===== config.mk =====
export PLATFORM = sky130hd
export DESIGN_NAME = multicycle_control
export DESIGN_NICKNAME = d
export VERILOG_FILES = /design/src/rtl/multicycle_control.sv
export SDC_FILE = /design/constraint.sdc
export NUM_CORES = 1
export LEC_CHECK = 0
export CAP_MARGIN = 15
export CORE_MARGIN = 3
export CORE_UTILIZATION = 23
export DETAILED_ROUTE_END_ITERATION = 10
export PLACE_DENSITY = 0.4
export SYNTH_ARGS = -nofsm -noshare
export SYNTH_HDL_FRONTEND = slang
export SYNTH_SLANG_ARGS = --single-unit

===== constraint.sdc =====
create_clock -name clock -period 2.6 [get_ports clock]
set_input_delay 0.65 -clock clock [delete_from_list [all_inputs] [get_ports clock]]
set_output_delay 0.65 -clock clock [all_outputs]
set_load 0.02 [all_outputs]

===== src/rtl/multicycle_control.sv =====
// Multi-cycle control FSM for the 16-bit processor.
// Sequences fetch/decode/execute/memory/write-back with a bounded memory wait.
module multicycle_control #(
    parameter int unsigned MEM_WAIT_MAX = 8
) (
    input  logic        clock,
    input  logic        reset,
    input  logic [3:0]  opcode,
    input  logic [2:0]  funct,
    input  logic        zero,
    input  logic        mem_ready,
    output logic        PCWrite,
    output logic        PCWriteCond,
    output logic [1:0]  PCSource,
    output logic        IRWrite,
    output logic        IorD,
    output logic        MemRead,
    output logic        MemWrite,
    output logic        MemtoReg,
    output logic        RegWrite,
    output logic        RegDst,
    output logic        ALUSrcA,
    output logic [1:0]  ALUSrcB,
    output logic [1:0]  ALUOp,
    output logic [3:0]  state,
    output logic [15:0] instr_count,
    output logic        halted,
    output logic        illegal_op,
    output logic        mem_timeout
);

    typedef enum logic [3:0] {
        S_IDLE     = 4'd0,
        S_FETCH    = 4'd1,
        S_DECODE   = 4'd2,
        S_EXEC_R   = 4'd3,
        S_WB_R     = 4'd4,
        S_EXEC_I   = 4'd5,
        S_WB_I     = 4'd6,
        S_MEM_ADDR = 4'd7,
        S_MEM_RD   = 4'd8,
        S_WB_MEM   = 4'd9,
        S_MEM_WR   = 4'd10,
        S_BRANCH   = 4'd11,
        S_JUMP     = 4'd12,
        S_HALT     = 4'd13
    } state_t;

    typedef struct packed {
        logic       pc_write;
        logic       pc_write_cond;
        logic [1:0] pc_source;
        logic       iord;
        logic       mem_read;
        logic       mem_write;
        logic       mem_to_reg;
        logic       reg_write;
        logic       reg_dst;
        logic       alu_src_a;
        logic [1:0] alu_src_b;
        logic [1:0] alu_op;
        logic       halted;
    } ctl_t;

    localparam logic [15:0] LP_LAST  = 16'(MEM_WAIT_MAX - 1);
    localparam bit          LP_TO_EN = (MEM_WAIT_MAX != 0);

    state_t      r_state;
    state_t      w_next;
    ctl_t        r_ctl;
    logic [15:0] r_wait;
    logic [15:0] r_count;
    logic        r_illegal;
    logic        r_timeout;
    logic        w_stay;
    logic        w_retire;
    logic        w_set_ill;
    logic        w_set_to;
    logic        w_expired;
    logic        w_fetch_rdy;
    logic        w_unused;

    // funct goes to ALU control and zero to the PC gate; neither steers the FSM
    assign w_unused    = ^{funct, zero};
    assign w_expired   = LP_TO_EN && !mem_ready && (r_wait == LP_LAST);
    assign w_fetch_rdy = (r_state == S_FETCH) && mem_ready;

    // Moore control word for the state being entered
    function automatic ctl_t f_ctl(input state_t s);
        ctl_t c;
        c = '0;
        case (s)
            S_FETCH: begin
                c.mem_read  = 1'b1;
                c.alu_src_b = 2'b01;
            end
            S_DECODE: c.alu_src_b = 2'b11;
            S_EXEC_R: begin
                c.alu_src_a = 1'b1;
                c.alu_op    = 2'b10;
            end
            S_WB_R: begin
                c.reg_write = 1'b1;
                c.reg_dst   = 1'b1;
            end
            S_EXEC_I, S_MEM_ADDR: begin
                c.alu_src_a = 1'b1;
                c.alu_src_b = 2'b10;
            end
            S_WB_I: c.reg_write = 1'b1;
            S_MEM_RD: begin
                c.mem_read = 1'b1;
                c.iord     = 1'b1;
            end
            S_WB_MEM: begin
                c.reg_write  = 1'b1;
                c.mem_to_reg = 1'b1;
            end
            S_MEM_WR: begin
                c.mem_write = 1'b1;
                c.iord      = 1'b1;
            end
            S_BRANCH: begin
                c.alu_src_a     = 1'b1;
                c.alu_op        = 2'b01;
                c.pc_write_cond = 1'b1;
                c.pc_source     = 2'b01;
            end
            S_JUMP: begin
                c.pc_write  = 1'b1;
                c.pc_source = 2'b10;
            end
            S_HALT:  c.halted = 1'b1;
            default: c = '0;
        endcase
        return c;
    endfunction

    // next-state selection, wait/retire/flag events
    always_comb begin
        w_next    = r_state;
        w_stay    = 1'b0;
        w_retire  = 1'b0;
        w_set_ill = 1'b0;
        w_set_to  = 1'b0;
        case (r_state)
            S_IDLE: w_next = S_FETCH;
            S_FETCH, S_MEM_RD, S_MEM_WR: begin
                if (mem_ready) begin
                    if (r_state == S_FETCH) begin
                        w_next = S_DECODE;
                    end else if (r_state == S_MEM_RD) begin
                        w_next = S_WB_MEM;
                    end else begin
                        w_next   = S_FETCH;
                        w_retire = 1'b1;
                    end
                end else if (w_expired) begin
                    w_next   = S_HALT;
                    w_set_to = 1'b1;
                end else begin
                    w_stay = 1'b1;
                end
            end
            S_DECODE: begin
                unique case (opcode)
                    4'h0:       w_next = S_EXEC_R;
                    4'h1:       w_next = S_EXEC_I;
                    4'h2, 4'h3: w_next = S_MEM_ADDR;
                    4'h4:       w_next = S_BRANCH;
                    4'h5:       w_next = S_JUMP;
                    4'hF:       w_next = S_HALT;
                    default: begin
                        w_next    = S_HALT;
                        w_set_ill = 1'b1;
                    end
                endcase
            end
            S_EXEC_R:   w_next = S_WB_R;
            S_EXEC_I:   w_next = S_WB_I;
            S_MEM_ADDR: w_next = (opcode == 4'h3) ? S_MEM_WR : S_MEM_RD;
            S_WB_R, S_WB_I, S_WB_MEM, S_BRANCH, S_JUMP: begin
                w_next   = S_FETCH;
                w_retire = 1'b1;
            end
            S_HALT:  w_next = S_HALT;
            default: w_next = S_IDLE;
        endcase
    end

    // state, registered controls, wait counter, retire counter, sticky flags
    always_ff @(posedge clock) begin
        if (reset) begin
            r_state   <= S_IDLE;
            r_ctl     <= '0;
            r_wait    <= '0;
            r_count   <= '0;
            r_illegal <= 1'b0;
            r_timeout <= 1'b0;
        end else begin
            r_state <= w_next;
            r_ctl   <= f_ctl(w_next);
            r_wait  <= w_stay ? r_wait + 16'd1 : 16'd0;
            if (w_retire) begin
                r_count <= r_count + 16'd1;
            end
            if (w_set_ill) begin
                r_illegal <= 1'b1;
            end
            if (w_set_to) begin
                r_timeout <= 1'b1;
            end
        end
    end

    assign PCWrite     = r_ctl.pc_write | w_fetch_rdy;
    assign PCWriteCond = r_ctl.pc_write_cond;
    assign PCSource    = r_ctl.pc_source;
    assign IRWrite     = w_fetch_rdy;
    assign IorD        = r_ctl.iord;
    assign MemRead     = r_ctl.mem_read;
    assign MemWrite    = r_ctl.mem_write;
    assign MemtoReg    = r_ctl.mem_to_reg;
    assign RegWrite    = r_ctl.reg_write;
    assign RegDst      = r_ctl.reg_dst;
    assign ALUSrcA     = r_ctl.alu_src_a;
    assign ALUSrcB     = r_ctl.alu_src_b;
    assign ALUOp       = r_ctl.alu_op;
    assign halted      = r_ctl.halted;
    assign state       = r_state;
    assign instr_count = r_count;
    assign illegal_op  = r_illegal;
    assign mem_timeout = r_timeout;

endmodule


==> results_dict.tcl, run 1 <==
set metrics [dict create \
    clockPowerShare_pct 34.1 \
    cts-root-buf "clkbuf_8" \
    grt.overflow.total 0 \
    drt_wl_total_microns 5900 \
    synthAdderAreaFrac_pct 1.02 \
    crit_start "mem_ready" \
    fin_skew_ns 0.00986 \
    synth_edf_count 0 \
    synthArstFlopShare_pct 0 \
    regToRegSetupSlack_ns 0.50 \
    fp.dieH_microns 109 \
    cts_tree "yes" \
    antennaDiodeCount 0 \
    htree_levels 2 \
    status "finished, final reports clean" \
    synthCells 275 \
    post_cts_resized 2 \
    synth-main-ff-cell "dfxtp_1" \
    worstSetupEndpoint "PCWrite" \
    fin_util_pct 31.0 \
    r2r-start "state[0]" \
    p_per_area_nw_per_um2 526 \
    power_frac_comb_pct 16.6 \
    synth-compound-area-share_pct 9.18 \
    vias 2053 \
    finalCritPeriodShare_pct 92.6 \
    worstMarginPinSlew_ns 0.530 \
    cts_hold_buf 0 \
    gp_congestion 0.733 \
    worstHoldPathType "flop to flop" \
    hold_viol 0 \
    grt_pass1_wl_microns 9940 \
    clock_path_buffers 2 \
    setup_tns_ns 0 \
    ys_ff_latch 52 \
    yosys_warnings 0 \
    dieWidth_microns 109 \
    finalSetupViolations 0 \
    grt_start_max_net_pins 18 \
    slew_headroom_pct 64.6 \
    power.total_w 0.00169 \
    row_count 37 \
    synth_top_family_by_area "simple AND/OR/NAND/NOR gates" \
    max_freq_mhz 415 \
    place_hpwl_microns 4280 \
    final_common_cell "dfxtp_1" \
    clk_pin_slew_ns 0.10 \
    path_class "primary input to primary output" \
    rsz0062_at_grt "no" \
    io_buffers 45 \
    ir_drop_mv 0.218 \
    slew_violations 0 \
    cts_buffers 5 \
    min_from "r_wait[0]" \
    synthDistinctLibCells 55 \
    grtUsageTotal_pct 10.3 \
    postSynthAreaPerCell_sq_um 8.92 \
    drc 0 \
    antenna_found_initial 0 \
    swShare_pct 26.9 \
    r2r_end "r_wait[2]" \
    vias_per_cell 4.44 \
    synth_area_sq_um 2450 \
    startpoint_type "primary input" \
    synthMuxAreaShare_pct 0.408 \
    reg2reg_depth 6 \
    ant_nets 0 \
    initial_utilization_pct 23.6 \
    critPathRequiredTime_ns 1.95 \
    p_int_w 0.00124 \
    io_pins 50 \
    p_sw_w 0.000455 \
    synth_xor_area_share_pct 9.64 \
    numClockSinks 52 \
    period_minus_slack_ns 2.41 \
    postCtsSetupRepairBufs 0 \
    dieArea_sq_um 11900 \
    cap_viol_max_count 0 \
    pwr-share-seq_pct 49.3 \
    synth_simple_gate_area_share_pct 32.3 \
    area_growth_pct 31.0 \
    drt-pass1-iter-count 4 \
    grt_pass1_vias 2001 \
    critPathMaxFanout 3 \
    p_leak_nw 1.14 \
    crit_arrival_ns 1.76 \
    mostFrequentLayoutCells "dfxtp_1 (52), nor2_1 (49), clkdlybuf4s50_1 (43), buf_4 (19), xor2_1 (18)" \
    drive_above_1_share_pct 12.9 \
    cp-end-kind "primary output" \
    seq_area_frac_synth_pct 42.4 \
    syn-num-nets 288 \
    wl_per_cell_microns 12.8 \
    coreArea_sq_um 10400 \
    drt_iter0_drc 72 \
    clk_latency_ns 0.31 \
    nets 338 \
]
[cells in the mapped netlist, drive strengths merged, types with 3 or more instances]
library cell / n / area, sq um
nor2b: 3 / 18.8
nor2: 49 / 184
nand4: 17 / 113
nand2: 15 / 56.3
nor3: 8 / 40.0
xnor2: 9 / 78.8
buf: 13 / 85.1
nand2b: 6 / 37.5
or2: 3 / 18.8
and3: 6 / 38.8
dfxtp: 52 / 1040
nand3: 9 / 45.0
clkbuf: 8 / 30.0
nor4: 3 / 48.8
a21oi: 9 / 45.0
xor2: 18 / 158
and2: 7 / 46.3
and4: 6 / 53.8
[area by class of cell]
cell class                 count  area, sq um
timing repair buffer          64          591
clock inverter                 3         46.3
sequential                    52         1040
multi-input combinational    200         1290
fill                        1133         7160
inverter                       2         7.51
clock buffer                   5         68.8
tap                          136          170
[worst max-delay path, cell delays in order]
cell             delay, ns
clkdlybuf4s50_1       0.51
nand3_1               0.15
nand2b_1              0.11
dlygate4sd2_1         0.33
[flip-flops by register name, indices dropped and copies added, names as in the netlist, 2 cells and up]
name	count
r_wait	16
PCSource	2
instr_count	16
state	4
ALUSrcB	2
[how the worst min path moves through the flow]
stage	slack (ns)	end	cells after the start
floorplan	0.43	r_wait[0]	1
global route	0.52	r_wait[0]	1
finish	0.48	r_wait[0]	1
global placement	0.45	r_wait[0]	1
CTS	0.48	r_wait[0]	1
detailed placement	0.46	r_wait[0]	1
[per-layer routing]
layer	up-vias	GRT usage (%)	wire (microns)
met5	-	0	0
met4	0	3.38	97
met3	8	2.84	307
met2	43	14.9	2450
met1	945	14.7	3040
li1	1057	-	-
[power by group through the flow]
stage / logic (W) / registers [W] / clock network, W
after floorplan: 0.000157 / 0.000866 / 0
after global placement: 0.000285 / 0.000853 / 0
after detailed placement: 0.000285 / 0.000853 / 0
after CTS: 0.000283 / 0.000834 / 0.000606
after global routing: 0.000309 / 0.000839 / 0.000632
final: 0.000281 / 0.000834 / 0.000576
[kinds of logic (layout without fill, tap and decap cells)]
family                   count (synthesis)  count (layout)
AND/OR/NAND/NOR                        142             142
flip-flops                              52              52
AO/OA/AOI/OAI                           28              28
XOR/XNOR                                27              27
buffers and inverters                   23              74
adder cells (fa/ha/maj)                  2               2
multiplexers                             1               1
[stage by stage]
stage,cells,setup WS (ns),instance area (sq um),hold WS (ns)
global route,462,0.101,3210,0.525
floorplan,275,0.518,2450,0.430
finish,462,0.192,3210,0.477
CTS,462,0.148,3210,0.481
detailed placement,454,-0.118,3100,0.455
global placement,454,-0.113,3100,0.446
(Power assumes the default switching activity.)
==> run 2: changes to the inputs <==
--- a/config.mk
+++ b/config.mk
@@ -5,11 +5,11 @@
 export SDC_FILE = /design/constraint.sdc
 export NUM_CORES = 1
 export LEC_CHECK = 0
-export CAP_MARGIN = 15
+export CAP_MARGIN = 20
 export CORE_MARGIN = 3
-export CORE_UTILIZATION = 23
+export CORE_UTILIZATION = 51
 export DETAILED_ROUTE_END_ITERATION = 10
-export PLACE_DENSITY = 0.4
+export PLACE_DENSITY = 0.77
 export SYNTH_ARGS = -nofsm -noshare
 export SYNTH_HDL_FRONTEND = slang
 export SYNTH_SLANG_ARGS = --single-unit
==> results_dict.tcl, run 2 (synthesized netlist as in run 1, its figures left out) <==
set metrics [dict create \
    dieArea_sq_um 5680 \
    drive_above_1_share_pct 11.8 \
    swShare_pct 26.4 \
    antenna_found_initial 0 \
    mostFrequentLayoutCells "dfxtp_1 (52), nor2_1 (49), clkdlybuf4s50_1 (43), xor2_1 (18), buf_4 (17)" \
    r2r_end "ALUOp[1]" \
    worstHoldPathType "flop to flop" \
    grt_pass1_vias 1973 \
    final_common_cell "dfxtp_1" \
    cts_tree "yes" \
    clock_path_buffers 2 \
    max_stage_delay_ns 0.50 \
    dieWidth_microns 75.3 \
    grtUsageTotal_pct 19.6 \
    area_growth_pct 24.6 \
    grt_pass1_wl_microns 8640 \
    p_int_w 0.00113 \
    drt-pass1-iter-count 4 \
    crit_arrival_ns 1.75 \
    hold_depth 1 \
    initial_utilization_pct 54.4 \
    critPathMaxFanout 3 \
    p_sw_w 0.000404 \
    status "finished, final reports clean" \
    p_per_area_nw_per_um2 501 \
    cap_viol_max_count 0 \
    crit_chain "clkdlybuf4s50_1, nand3_1, nand2b_1, dlygate4sd2_1" \
    grt_start_max_net_pins 20 \
    clockPowerShare_pct 27.6 \
    fp.dieH_microns 75.3 \
    path_class "primary input to primary output" \
    min_from "r_wait[0]" \
    multi_input_area_sq_um 1290 \
    nets 336 \
    n_fill_cell 383 \
    seq_area_sq_um 1040 \
    numClockSinks 52 \
    slew_violations 0 \
    pwr-share-seq_pct 54.4 \
    critPathTopFamily "buffers and inverters" \
    startpoint_type "primary input" \
    gp_congestion 0.831 \
    p_leak_nw 1.12 \
    period_minus_slack_ns 2.40 \
    place_ws_ns -0.0711 \
    cts_hold_buf 0 \
    postCtsSetupRepairBufs 0 \
    worstMarginPinSlew_ns 0.501 \
    cp-end-kind "primary output" \
    wl_per_cell_microns 13.5 \
    coreArea_sq_um 4500 \
    row_count 24 \
    htree_levels 2 \
    finalCritPeriodShare_pct 92.3 \
    place_hpwl_microns 3710 \
    reg2reg_depth 6 \
    cts_buffers 5 \
    hold_viol 0 \
    io_buffers 45 \
    cts-root-buf "clkbuf_8" \
    power.total_w 0.00153 \
    vias_per_cell 5.56 \
    finalSetupViolations 0 \
    r2r-start "state[0]" \
    vias 2086 \
    max_freq_mhz 417 \
    grt.overflow.total 0 \
    rsz0062_at_grt "no" \
    setup_slack_ns 0.201 \
    clk_pin_slew_ns 0.08 \
    slew_headroom_pct 66.5 \
    clk_latency_ns 0.29 \
    power_frac_comb_pct 18.0 \
    slowest_stage "clkdlybuf4s50_1" \
    io_pins 50 \
    drt_iter0_drc 100 \
    cp_num_buf_inv 2 \
    critPathRequiredTime_ns 1.95 \
    ant_nets 0 \
    min_to "r_wait[0]" \
    drc 0 \
    ir_drop_mv 0.289 \
    drt_wl_total_microns 5070 \
    fin_skew_ns 0.00200 \
    path_depth 4 \
    regToRegSetupSlack_ns 0.51 \
    antennaDiodeCount 0 \
]
## run 2: changes by cell type in the layout (fill, tap and decap cells not counted)
cell,delta
buf_4,-2
bufinv_16,-1
clkbuf_1,+1
clkinv_2,+1
clkinvlp_4,-1
inv_6,-1
## run 2: worst max path at each step
stage,slack (ns),startpoint,to
detailed placement,-0.07,mem_ready,PCWrite
floorplan,0.52,mem_ready,RegWrite
global route,0.10,mem_ready,ALUSrcB[0]
global placement,-0.09,mem_ready,PCWrite
finish,0.20,mem_ready,PCWrite
CTS,0.20,mem_ready,PCWrite
## run 2: layout make-up
class                   instances  share of cell area, %
clock inverters                 1                  0.164
flip-flops and latches         52                   34.1
repair buffers                 62                   18.8
multi-input cells             200                   42.2
well taps                      52                   2.13
inverters                       2                  0.246
clock buffers                   6                   2.38
## run 2: timing repair
item                       in CTS  in global routing
resized for setup               2                  0
setup endpoints to repair       2                  0
hold endpoints to repair        0                  0
## run 2: per-layer routing
metal	up-vias	part of all wire, %	track usage, %
li1	1053	-	-
met1	975	47	26.1
met2	53	47	31.4
met3	5	4.9	4.75
met4	0	0.95	6.21
met5	-	0	0
## run 2: per-stage QoR
step / TNS (ns) / area, sq um / utilization [%] / hold slack (ns) / std cells
3_5_place_dp: -0.209 / 2980 / 66.2 / 0.464 / 368
2_1_floorplan: 0 / 2450 / - / 0.430 / 275
6_report: 0 / 3060 / 67.8 / 0.484 / 375
4_1_cts: 0 / 3060 / 67.8 / 0.484 / 375
3_3_place_gp: -0.245 / 2980 / 66.2 / 0.450 / 368
5_1_grt: 0 / 3060 / 67.8 / 0.512 / 375
## run 2: power by group through the flow
stage               Clock (W)  Combinational (W)  Sequential (W)
finish               0.000422           0.000275        0.000833
global route         0.000465           0.000300        0.000836
CTS                  0.000432           0.000275        0.000833
detailed placement          0           0.000275        0.000852
global placement            0           0.000273        0.000851
floorplan                   0           0.000157        0.000866
